File: src/rtl/stopwatch_defs_pkg.sv
// rtl/stopwatch_defs_pkg.sv - shared FSM encoding and digit limits for the stopwatch
package stopwatch_defs;

    typedef enum logic [1:0] {
        ST_IDLE  = 2'd0,
        ST_RUN   = 2'd1,
        ST_PAUSE = 2'd2
    } sw_state_t;

    localparam int DIG_LIM_DEC      = 9;
    localparam int DIG_LIM_TENS_SEC = 5;

endpackage

File: src/rtl/lim_inc.sv
// rtl/lim_inc.sv - limited incrementer: a+ci, wrapping to 0 with carry when above L
module lim_inc #(
    parameter int L = 9,
    parameter int W = 4
) (
    input  logic [W-1:0] a,
    input  logic         ci,
    output logic [W-1:0] sum,
    output logic         co
);

    localparam logic [W:0] LIM = (W+1)'(L);

    logic [W:0] inc;

    // Out-of-range inputs also land here, so a corrupted digit self-heals to 0.
    always_comb begin
        inc = {1'b0, a} + {{W{1'b0}}, ci};
        sum = inc[W-1:0];
        co  = 1'b0;
        if (inc > LIM) begin
            sum = '0;
            co  = 1'b1;
        end
    end

endmodule

File: src/rtl/tick_gen.sv
// rtl/tick_gen.sv - enabled prescaler issuing one tick every DIV enabled cycles
module tick_gen #(
    parameter int DIV = 4
) (
    input  logic clk,
    input  logic reset,
    input  logic en,
    input  logic clr,
    output logic tick
);

    localparam int CW = (DIV > 1) ? $clog2(DIV) : 1;
    localparam logic [CW-1:0] LAST = CW'(DIV - 1);

    logic [CW-1:0] cnt;

    assign tick = en && (cnt == LAST);

    // Holding while disabled keeps the sub-tick phase across a pause.
    always_ff @(posedge clk) begin
        if (reset || clr) begin
            cnt <= '0;
        end else if (en) begin
            if (cnt == LAST) begin
                cnt <= '0;
            end else begin
                cnt <= cnt + CW'(1);
            end
        end
    end

endmodule

File: src/rtl/stopwatch_ctrl.sv
// rtl/stopwatch_ctrl.sv - run/pause/idle stopwatch sequencer driving an SS.hh digit cascade
module stopwatch_ctrl
    import stopwatch_defs::*;
#(
    parameter int CLK_FREQ = 100000000,
    parameter int TICK_HZ  = 100
) (
    input  logic       clk,
    input  logic       reset,
    input  logic       start_stop,
    input  logic       clear,
    output logic [3:0] d0,
    output logic [3:0] d1,
    output logic [3:0] d2,
    output logic [3:0] d3,
    output logic       running,
    output logic       wrap
);

    localparam int DIV = CLK_FREQ / TICK_HZ;

    if (DIV < 2) begin : g_div_check
        $error("stopwatch_ctrl: CLK_FREQ/TICK_HZ must be at least 2");
    end

    sw_state_t  state;
    logic       run_en;
    logic       clr_cmd;
    logic       tick;
    logic [3:0] d0_q, d1_q, d2_q;
    logic [2:0] d3_q;
    logic [3:0] s0, s1, s2;
    logic [2:0] s3;
    logic       co0, co1, co2, co3;

    assign run_en  = (state == ST_RUN);
    // clear only acts outside RUN, where it also beats a simultaneous start_stop.
    assign clr_cmd = clear && (state != ST_RUN);

    tick_gen #(.DIV(DIV)) u_tick_gen (
        .clk   (clk),
        .reset (reset),
        .en    (run_en),
        .clr   (clr_cmd),
        .tick  (tick)
    );

    lim_inc #(.L(DIG_LIM_DEC), .W(4)) u_inc0 (.a(d0_q), .ci(tick), .sum(s0), .co(co0));
    lim_inc #(.L(DIG_LIM_DEC), .W(4)) u_inc1 (.a(d1_q), .ci(co0),  .sum(s1), .co(co1));
    lim_inc #(.L(DIG_LIM_DEC), .W(4)) u_inc2 (.a(d2_q), .ci(co1),  .sum(s2), .co(co2));
    lim_inc #(.L(DIG_LIM_TENS_SEC), .W(3)) u_inc3 (.a(d3_q), .ci(co2), .sum(s3), .co(co3));

    always_ff @(posedge clk) begin
        if (reset) begin
            state   <= ST_IDLE;
            running <= 1'b0;
        end else begin
            case (state)
                ST_IDLE: begin
                    if (!clear && start_stop) begin
                        state   <= ST_RUN;
                        running <= 1'b1;
                    end
                end
                ST_RUN: begin
                    if (start_stop) begin
                        state   <= ST_PAUSE;
                        running <= 1'b0;
                    end
                end
                ST_PAUSE: begin
                    if (clear) begin
                        state   <= ST_IDLE;
                        running <= 1'b0;
                    end else if (start_stop) begin
                        state   <= ST_RUN;
                        running <= 1'b1;
                    end
                end
                default: begin
                    state   <= ST_IDLE;
                    running <= 1'b0;
                end
            endcase
        end
    end

    always_ff @(posedge clk) begin
        if (reset || clr_cmd) begin
            d0_q <= '0;
            d1_q <= '0;
            d2_q <= '0;
            d3_q <= '0;
            wrap <= 1'b0;
        end else begin
            d0_q <= s0;
            d1_q <= s1;
            d2_q <= s2;
            d3_q <= s3;
            wrap <= co3;
        end
    end

    assign d0 = d0_q;
    assign d1 = d1_q;
    assign d2 = d2_q;
    assign d3 = {1'b0, d3_q};

endmodule

File: config.mk
export PLATFORM = sky130hd
export DESIGN_NAME = stopwatch_ctrl
export DESIGN_NICKNAME = d
export VERILOG_FILES = /design/src/rtl/stopwatch_defs_pkg.sv /design/src/rtl/lim_inc.sv /design/src/rtl/tick_gen.sv /design/src/rtl/stopwatch_ctrl.sv
export SDC_FILE = /design/constraint.sdc
export NUM_CORES = 1
export LEC_CHECK = 0
export ABC_AREA = 1
export BUFFER_PORTS_ARGS = -buffer_cell sky130_fd_sc_hd__buf_2
export CAP_MARGIN = 20
export CORE_MARGIN = 2
export CORE_UTILIZATION = 59
export CTS_CLUSTER_SIZE = 14
export DETAILED_ROUTE_END_ITERATION = 12
export GPL_TIMING_DRIVEN = 0
export PLACE_DENSITY = 0.84
export SYNTH_ARGS = -nofsm -noshare
export SYNTH_HDL_FRONTEND = slang
export SYNTH_HIERARCHICAL = 1
export SYNTH_SLANG_ARGS = --single-unit
File: constraint.sdc
create_clock -name clk -period 4.6 [get_ports clk]
set_input_delay 0.92 -clock clk [delete_from_list [all_inputs] [get_ports clk]]
set_output_delay 0.92 -clock clk [all_outputs]
set_load 0.005 [all_outputs]
==> results of run 1 <==
==> cell families (layout without fill, tap and decap cells) <==
| logic type | count (synthesis) | in the layout |
|---|---|---|
| and+or+nand+nor | 194 | 194 |
| adders and majority gates | 9 | 9 |
| DFF | 39 | 39 |
| xor gates and xnor gates | 6 | 6 |
| other | 1 | 1 |
| AOI/OAI and AO/OA | 16 | 16 |
| muxes | 1 | 1 |
| buffers and inverters | 74 | 102 |
==> through the flow <==
stage               cell area (sq um)  TNS [ns]  hold slack [ns]  utilization (%)
floorplan                        2286         0           0.4559                -
global placement                 2446         0           0.4672            66.32
detailed placement               2446         0           0.4836            66.32
CTS                              2546         0           0.4940            69.03
global route                     2595  -0.08799           0.5268            70.35
finish                           2595         0           0.5086            70.35
==> power by group <==
part | total (W) | internal [W] | leakage [nW] | switching (W)
registers | 0.000341 | 0.000339 | 0.316 | 0.00000169
clock network | 0.000254 | 0.000137 | 0.0515 | 0.000117
logic | 0.0000294 | 0.00000976 | 0.695 | 0.0000196
total | 0.000624 | 0.000486 | 1.06 | 0.000138
==> path summary, 6_finish.rpt <==
path                                                      from                        endpoint  cells after the start
worst max-delay path            u_tick_gen/cnt[0]$_SDFFE_PP0P_              d3_q[0]$_SDFF_PP0_                     32
worst min-delay path            u_tick_gen/cnt[0]$_SDFFE_PP0P_  u_tick_gen/cnt[0]$_SDFFE_PP0P_                      2
worst max register to register  u_tick_gen/cnt[0]$_SDFFE_PP0P_              d3_q[0]$_SDFF_PP0_                     32
worst min register to register  u_tick_gen/cnt[0]$_SDFFE_PP0P_  u_tick_gen/cnt[0]$_SDFFE_PP0P_                      2
==> cells in the mapped netlist <==
| cell type | number | area share (%) |
|---|---|---|
| inv_1 | 67 | 11 |
| nor2_2 | 15 | 4.1 |
| buf_6 | 2 | 0.99 |
| nand3b_1 | 1 | 0.33 |
| nor3_2 | 2 | 0.88 |
| o21ai_0 | 4 | 0.88 |
| a21oi_1 | 8 | 1.8 |
| nand2_1 | 73 | 12 |
| dfxtp_1 | 39 | 34 |
| nand4_1 | 6 | 1.6 |
| buf_4 | 2 | 0.66 |
| nand2_2 | 15 | 4.1 |
| nor3_1 | 1 | 0.22 |
| nand3_1 | 24 | 5.3 |
| nand2_4 | 1 | 0.49 |
| xor2_1 | 3 | 1.1 |
| o21bai_1 | 1 | 0.33 |
| xnor2_1 | 3 | 1.1 |
| mux2i_1 | 1 | 0.44 |
| nand3_2 | 2 | 0.88 |
| a21oi_2 | 1 | 0.38 |
| ha_1 | 9 | 4.9 |
| nor2_1 | 48 | 7.9 |
| conb_1 | 1 | 0.16 |
| inv_2 | 2 | 0.33 |
| inv_4 | 1 | 0.27 |
| nor2_4 | 6 | 3.0 |
| o221ai_1 | 1 | 0.38 |
| o31ai_1 | 1 | 0.33 |
==> timing repair <==
action	4_1_cts	5_1_grt
hold buffers	0	0
endpoints found under the setup margin	0	4
setup buffers	0	0
gates resized for setup	0	14
==> routing by layer <==
metal / up-vias / global-route usage (%) / routed length, um
met5: - / 0 / 0
met4: 0 / 9.949 / 81
met3: 7 / 4.089 / 159
met2: 29 / 41.13 / 2216
met1: 895 / 24.08 / 1917
li1: 1082 / - / -
==> cells in the final DEF (no fill, tap or decap) <==
cell type,count
nand2_1,73
inv_1,67
nor2_1,46
dfxtp_1,36
nand3_1,24
buf_2,20
nor2_2,16
nand2_2,15
a21oi_1,8
nor2_4,7
clkbuf_8,7
nand4_1,6
o21ai_0,4
ha_1,4
ha_2,3
xor2_1,3
xnor2_1,3
buf_6,2
buf_4,2
dfxtp_2,2
ha_4,2
nand3_2,2
nor3_2,2
inv_2,2
nand2_4,1
conb_1,1
clkbuf_1,1
nand3b_1,1
inv_4,1
o31ai_1,1
o221ai_1,1
mux2i_1,1
nor3_1,1
a21oi_2,1
o21bai_1,1
dfxtp_4,1
==> state kept, by name, indices dropped and copies added, names as in the netlist <==
| signal | cells |
|---|---|
| wrap | 1 |
| u_tick_gen/cnt | 20 |
| state | 2 |
| running | 1 |
| d2 | 4 |
| d1 | 4 |
| d0 | 4 |
| d3_q | 3 |
==> critical path: cells and delay by family (launching register included) <==
family,cells,cell delay (ns)
buf+inv,6,0.43
flops,1,0.37
simple gates,17,1.63
fa+ha+maj,9,1.86
==> area by class of cell <==
cell class	count	area [sq um]
well taps	48	60.06
inverters	70	265.3
multi-input cells	227	1245
clock buffers	8	100.1
fillers	317	1094
repair buffers	20	100.1
flip-flops and latches	39	787.0
plain buffers	4	37.54
==> results.py, run 1 <==
metrics = {
    "placed_design": {
        "routabilityCongestion": 0.8105,
        "dpl_worst_slack_ns": 0.1237,
        "dp.cells": 408,
        "port_buffers": 20,
        "dpl.hpwl_mm": 3.337,
    },
    "worst_setup_path": {
        "critPathMostFrequentCell": "inv_1",
        "arrival_ns": 4.57,
        "critPathMaxFanout": 3,
        "crit_path_start_kind": "flip-flop",
        "setup.worst_path.end_class": "flip-flop",
        "required_ns": 4.83,
        "critPathSlowestCell": "dfxtp_4",
        "critPathKind": "flip-flop to flip-flop",
        "r2r_setup_slack_ns": 0.26,
        "critical_path.max_stage_delay_ns": 0.37,
    },
    "yosys": {
        "synth_fa_ha_area_share_pct": 4.926,
        "syn-cell-area_sq_um": 2286,
        "synth_simple_gate_area_share_pct": 40.72,
        "synthMuxAreaShare_pct": 0.4379,
        "synth_top_family_by_area": "simple AND/OR/NAND/NOR gates",
        "yosysSeqAreaShare_pct": 34.15,
        "ys_seq_elements": 39,
        "syn_inst": 340,
        "synth.distinct_cells": 29,
        "mappedNetlistNets": 353,
        "synth_xor_xnor_area_share_pct": 2.299,
        "post_synth.cell_area_avg_sq_um": 6.723,
        "ys_warn_count": 6,
        "synth-compound-area-share_pct": 4.050,
    },
    "layout": {
        "final_cells": 416,
        "syn2layout_area_growth_pct": 13.52,
        "antenna-diode-count": 0,
        "post_route_cells_drive_above_1_share_pct": 23.37,
        "final_nets": 380,
    },
    "global_routing": {
        "antenna_found_initial": 0,
        "grt_first_pass_wirelength_mm": 7.389,
        "grt_usage_pct": 22.16,
        "grt_pass1_vias": 1848,
        "gr-total-overflow": 0,
        "grt_max_degree": 12,
    },
    "cts": {
        "htree_levels": 2,
        "clock_latency_ns": 0.29,
        "cts_root_buf": "clkbuf_8",
        "cts_tree": "done",
        "cts.clk_slew.worst_paths_ns": 0.07,
        "clock_sinks": 39,
        "cts_buffer_depth": 2,
        "cts_buffers": 5,
    },
    "min_path": {
        "hold_path.class": "flip-flop to flip-flop",
    },
    "power_and_ir_drop": {
        "power.leakage_nw": 1.062,
        "powerDensity_nw_per_um2": 240.4,
        "ir_worst_vdd_v": 0.0001864,
        "total_power_w": 0.0006237,
    },
    "floorplanning": {
        "dieArea_sq_um": 4388,
        "core_sq_um": 3689,
        "rows": 22,
        "io-pin-count": 22,
        "die_h_um": 66.25,
        "dieWidth_um": 66.25,
        "start_util_pct": 61.97,
    },
    "timing": {
        "skew_ns": 0.006572,
        "hold_viol": 0,
        "finalSetupViolCount": 0,
        "finalWorstPathRequiredPeriod_ns": 4.340,
        "slew_violations": 0,
        "setup_slack_ns": 0.2600,
        "timing.fmax_mhz": 230.4,
        "min_period_over_period_pct": 94.35,
    },
    "route": {
        "drt_iter0_drc": 83,
        "ant_nets": 0,
        "avgRoutedWirePerCell_um": 10.51,
        "drt_wl_total_mm": 4.374,
        "num_vias": 2013,
        "dr.pass1.iters": 4,
        "drt-vias-per-instance": 4.839,
        "route.detailed.drc": 0,
    },
    "flow_run": {
        "max_cap_violations": 0,
    },
    "run_status": {
        "status": "finished clean",
    },
}
No activity file was read; power rests on OpenSTA's default activity.
==> run 2, diff against run 1 <==
--- a/config.mk
+++ b/config.mk
@@ -13,6 +13,7 @@
 export CTS_CLUSTER_SIZE = 14
 export DETAILED_ROUTE_END_ITERATION = 12
 export GPL_TIMING_DRIVEN = 0
+export MAX_ROUTING_LAYER = met4
 export PLACE_DENSITY = 0.84
 export SYNTH_ARGS = -nofsm -noshare
 export SYNTH_HDL_FRONTEND = slang
==> results.py, run 2 (synthesis results as in run 1) <==
metrics = {
    "layout": {
        "final_common_cell": "nand2_1",
        "syn2layout_area_growth_pct": 13.52,
        "largest_reg_flops": 20,
        "fillers": 317,
        "antenna-diode-count": 0,
        "layout_common_cells": "nand2_1, inv_1, nor2_1, dfxtp_1, nand3_1",
        "final_nets": 380,
        "regMostFlops": "u_tick_gen/cnt",
        "post_route_cells_drive_above_1_share_pct": 23.37,
    },
    "placed_design": {
        "port_buffers": 20,
        "dpl_worst_slack_ns": 0.1237,
        "dpl.hpwl_mm": 3.337,
        "routabilityCongestion": 0.8225,
    },
    "route": {
        "num_vias": 2008,
        "drt_wl_total_mm": 4.399,
        "drt_iter0_drc": 122,
        "ant_nets": 0,
        "avgRoutedWirePerCell_um": 10.57,
        "drt-vias-per-instance": 4.827,
        "route.detailed.drc": 0,
        "dr.pass1.iters": 4,
    },
    "global_routing": {
        "grt_max_degree": 12,
        "antenna_found_initial": 0,
        "grt_usage_pct": 22.86,
        "grt_first_pass_wirelength_mm": 7.396,
        "gr-total-overflow": 0,
        "grt_pass1_vias": 1852,
    },
    "floorplanning": {
        "start_util_pct": 61.97,
        "die_h_um": 66.25,
        "rows": 22,
        "core_sq_um": 3689,
        "dieWidth_um": 66.25,
        "dieArea_sq_um": 4388,
        "io-pin-count": 22,
    },
    "worst_setup_path": {
        "critPathKind": "flip-flop to flip-flop",
        "setup.worst_path.end_class": "flip-flop",
        "critical_path.max_stage_delay_ns": 0.37,
        "critPathSlowestCell": "dfxtp_4",
        "critPathMaxFanout": 3,
        "crit_path_start_kind": "flip-flop",
        "crit_start": "u_tick_gen/cnt[0]$_SDFFE_PP0P_",
        "arrival_ns": 4.57,
        "r2r-start": "u_tick_gen/cnt[0]$_SDFFE_PP0P_",
        "critPathMostFrequentCell": "inv_1",
        "required_ns": 4.83,
    },
    "timing": {
        "skew_ns": 0.007820,
        "fin_tns_setup_ns": 0,
        "hold_viol": 0,
        "finalWorstPathRequiredPeriod_ns": 4.345,
        "timing.fmax_mhz": 230.2,
        "min_period_over_period_pct": 94.45,
        "setup_slack_ns": 0.2552,
        "hold-worst-slack_ns": 0.5091,
        "slew_violations": 0,
        "finalSetupViolCount": 0,
    },
    "power_and_ir_drop": {
        "total_power_w": 0.0006241,
        "power.leakage_nw": 1.062,
        "powerDensity_nw_per_um2": 240.5,
        "ir_worst_vdd_v": 0.0001864,
    },
    "min_path": {
        "hp-start": "u_tick_gen/cnt[0]$_SDFFE_PP0P_",
        "hold_path.class": "flip-flop to flip-flop",
    },
    "cts": {
        "cts_buffer_depth": 2,
        "cts_root_buf": "clkbuf_8",
        "htree_levels": 2,
        "clock_sinks": 39,
        "cts_tree": "done",
        "clock_latency_ns": 0.30,
        "cts.clk_slew.worst_paths_ns": 0.07,
        "cts_buffers": 5,
        "postCtsSetupBuffers": 0,
    },
    "run_status": {
        "status": "finished clean",
    },
    "flow_run": {
        "max_cap_violations": 0,
    },
}
==> run 2: cell counts in the layout (fill, tap and decap cells not counted) <==
Identical to the previous run, type by type.
==> run 2: routing by layer <==
metal,up-vias,global-route usage [%],routed length (um)
li1,1081,-,-
met1,893,24.08,1949
met2,29,41.13,2228
met3,5,5.622,151
met4,0,8.418,70
met5,-,-,0
==> run 2: path summary, 6_finish.rpt <==
kind / depth (start not counted) / to / slack (ns)
worst max-delay path: 32 / d3_q[0]$_SDFF_PP0_ / 0.26
worst min-delay path: 2 / u_tick_gen/cnt[0]$_SDFFE_PP0P_ / 0.51
worst max register to register: 32 / d3_q[0]$_SDFF_PP0_ / 0.26
worst min register to register: 2 / u_tick_gen/cnt[0]$_SDFFE_PP0P_ / 0.51
==> run 2: timing repair <==
item	CTS	global route
hold endpoints to repair	0	0
endpoints found under the setup margin	0	4
hold buffers	0	0
gates resized for setup	0	14
==> run 2: through the flow <==
| step | instances | cell area, sq um | util (%) |
|---|---|---|---|
| floorplan | 340 | 2286 | - |
| global placement | 408 | 2446 | 66.32 |
| detailed placement | 408 | 2446 | 66.32 |
| CTS | 416 | 2546 | 69.03 |
| global route | 416 | 2595 | 70.35 |
| finish | 416 | 2595 | 70.35 |
==> run 2: cell type report <==
cell class                      instances  area (sq um)  share of cell area [%]
Buffer                                  4         37.54                   1.446
Multi-Input combinational cell        227          1245                   47.97
Sequential cell                        39         787.0                   30.33
Inverter                               70         265.3                   10.22
Clock buffer                            8         100.1                   3.857
Tap cell                               48         60.06                   2.314
Timing Repair Buffer                   20         100.1                   3.857
==> run 2: power by group <==
| part | total, W | switching (W) | internal, W | leakage, nW |
|---|---|---|---|---|
| Combinational | 0.0000293 | 0.0000196 | 0.00000977 | 0.695 |
| Clock | 0.000254 | 0.000117 | 0.000137 | 0.0515 |
| Sequential | 0.000341 | 0.00000169 | 0.000339 | 0.316 |
==> run 2: worst max-delay path: cells and delay by family, from the launching register on <==
family / cells / cell delay [ns]
adders and majority gates: 9 / 1.86
and+or+nand+nor: 17 / 1.61
DFF: 1 / 0.37
buffers and inverters: 6 / 0.42
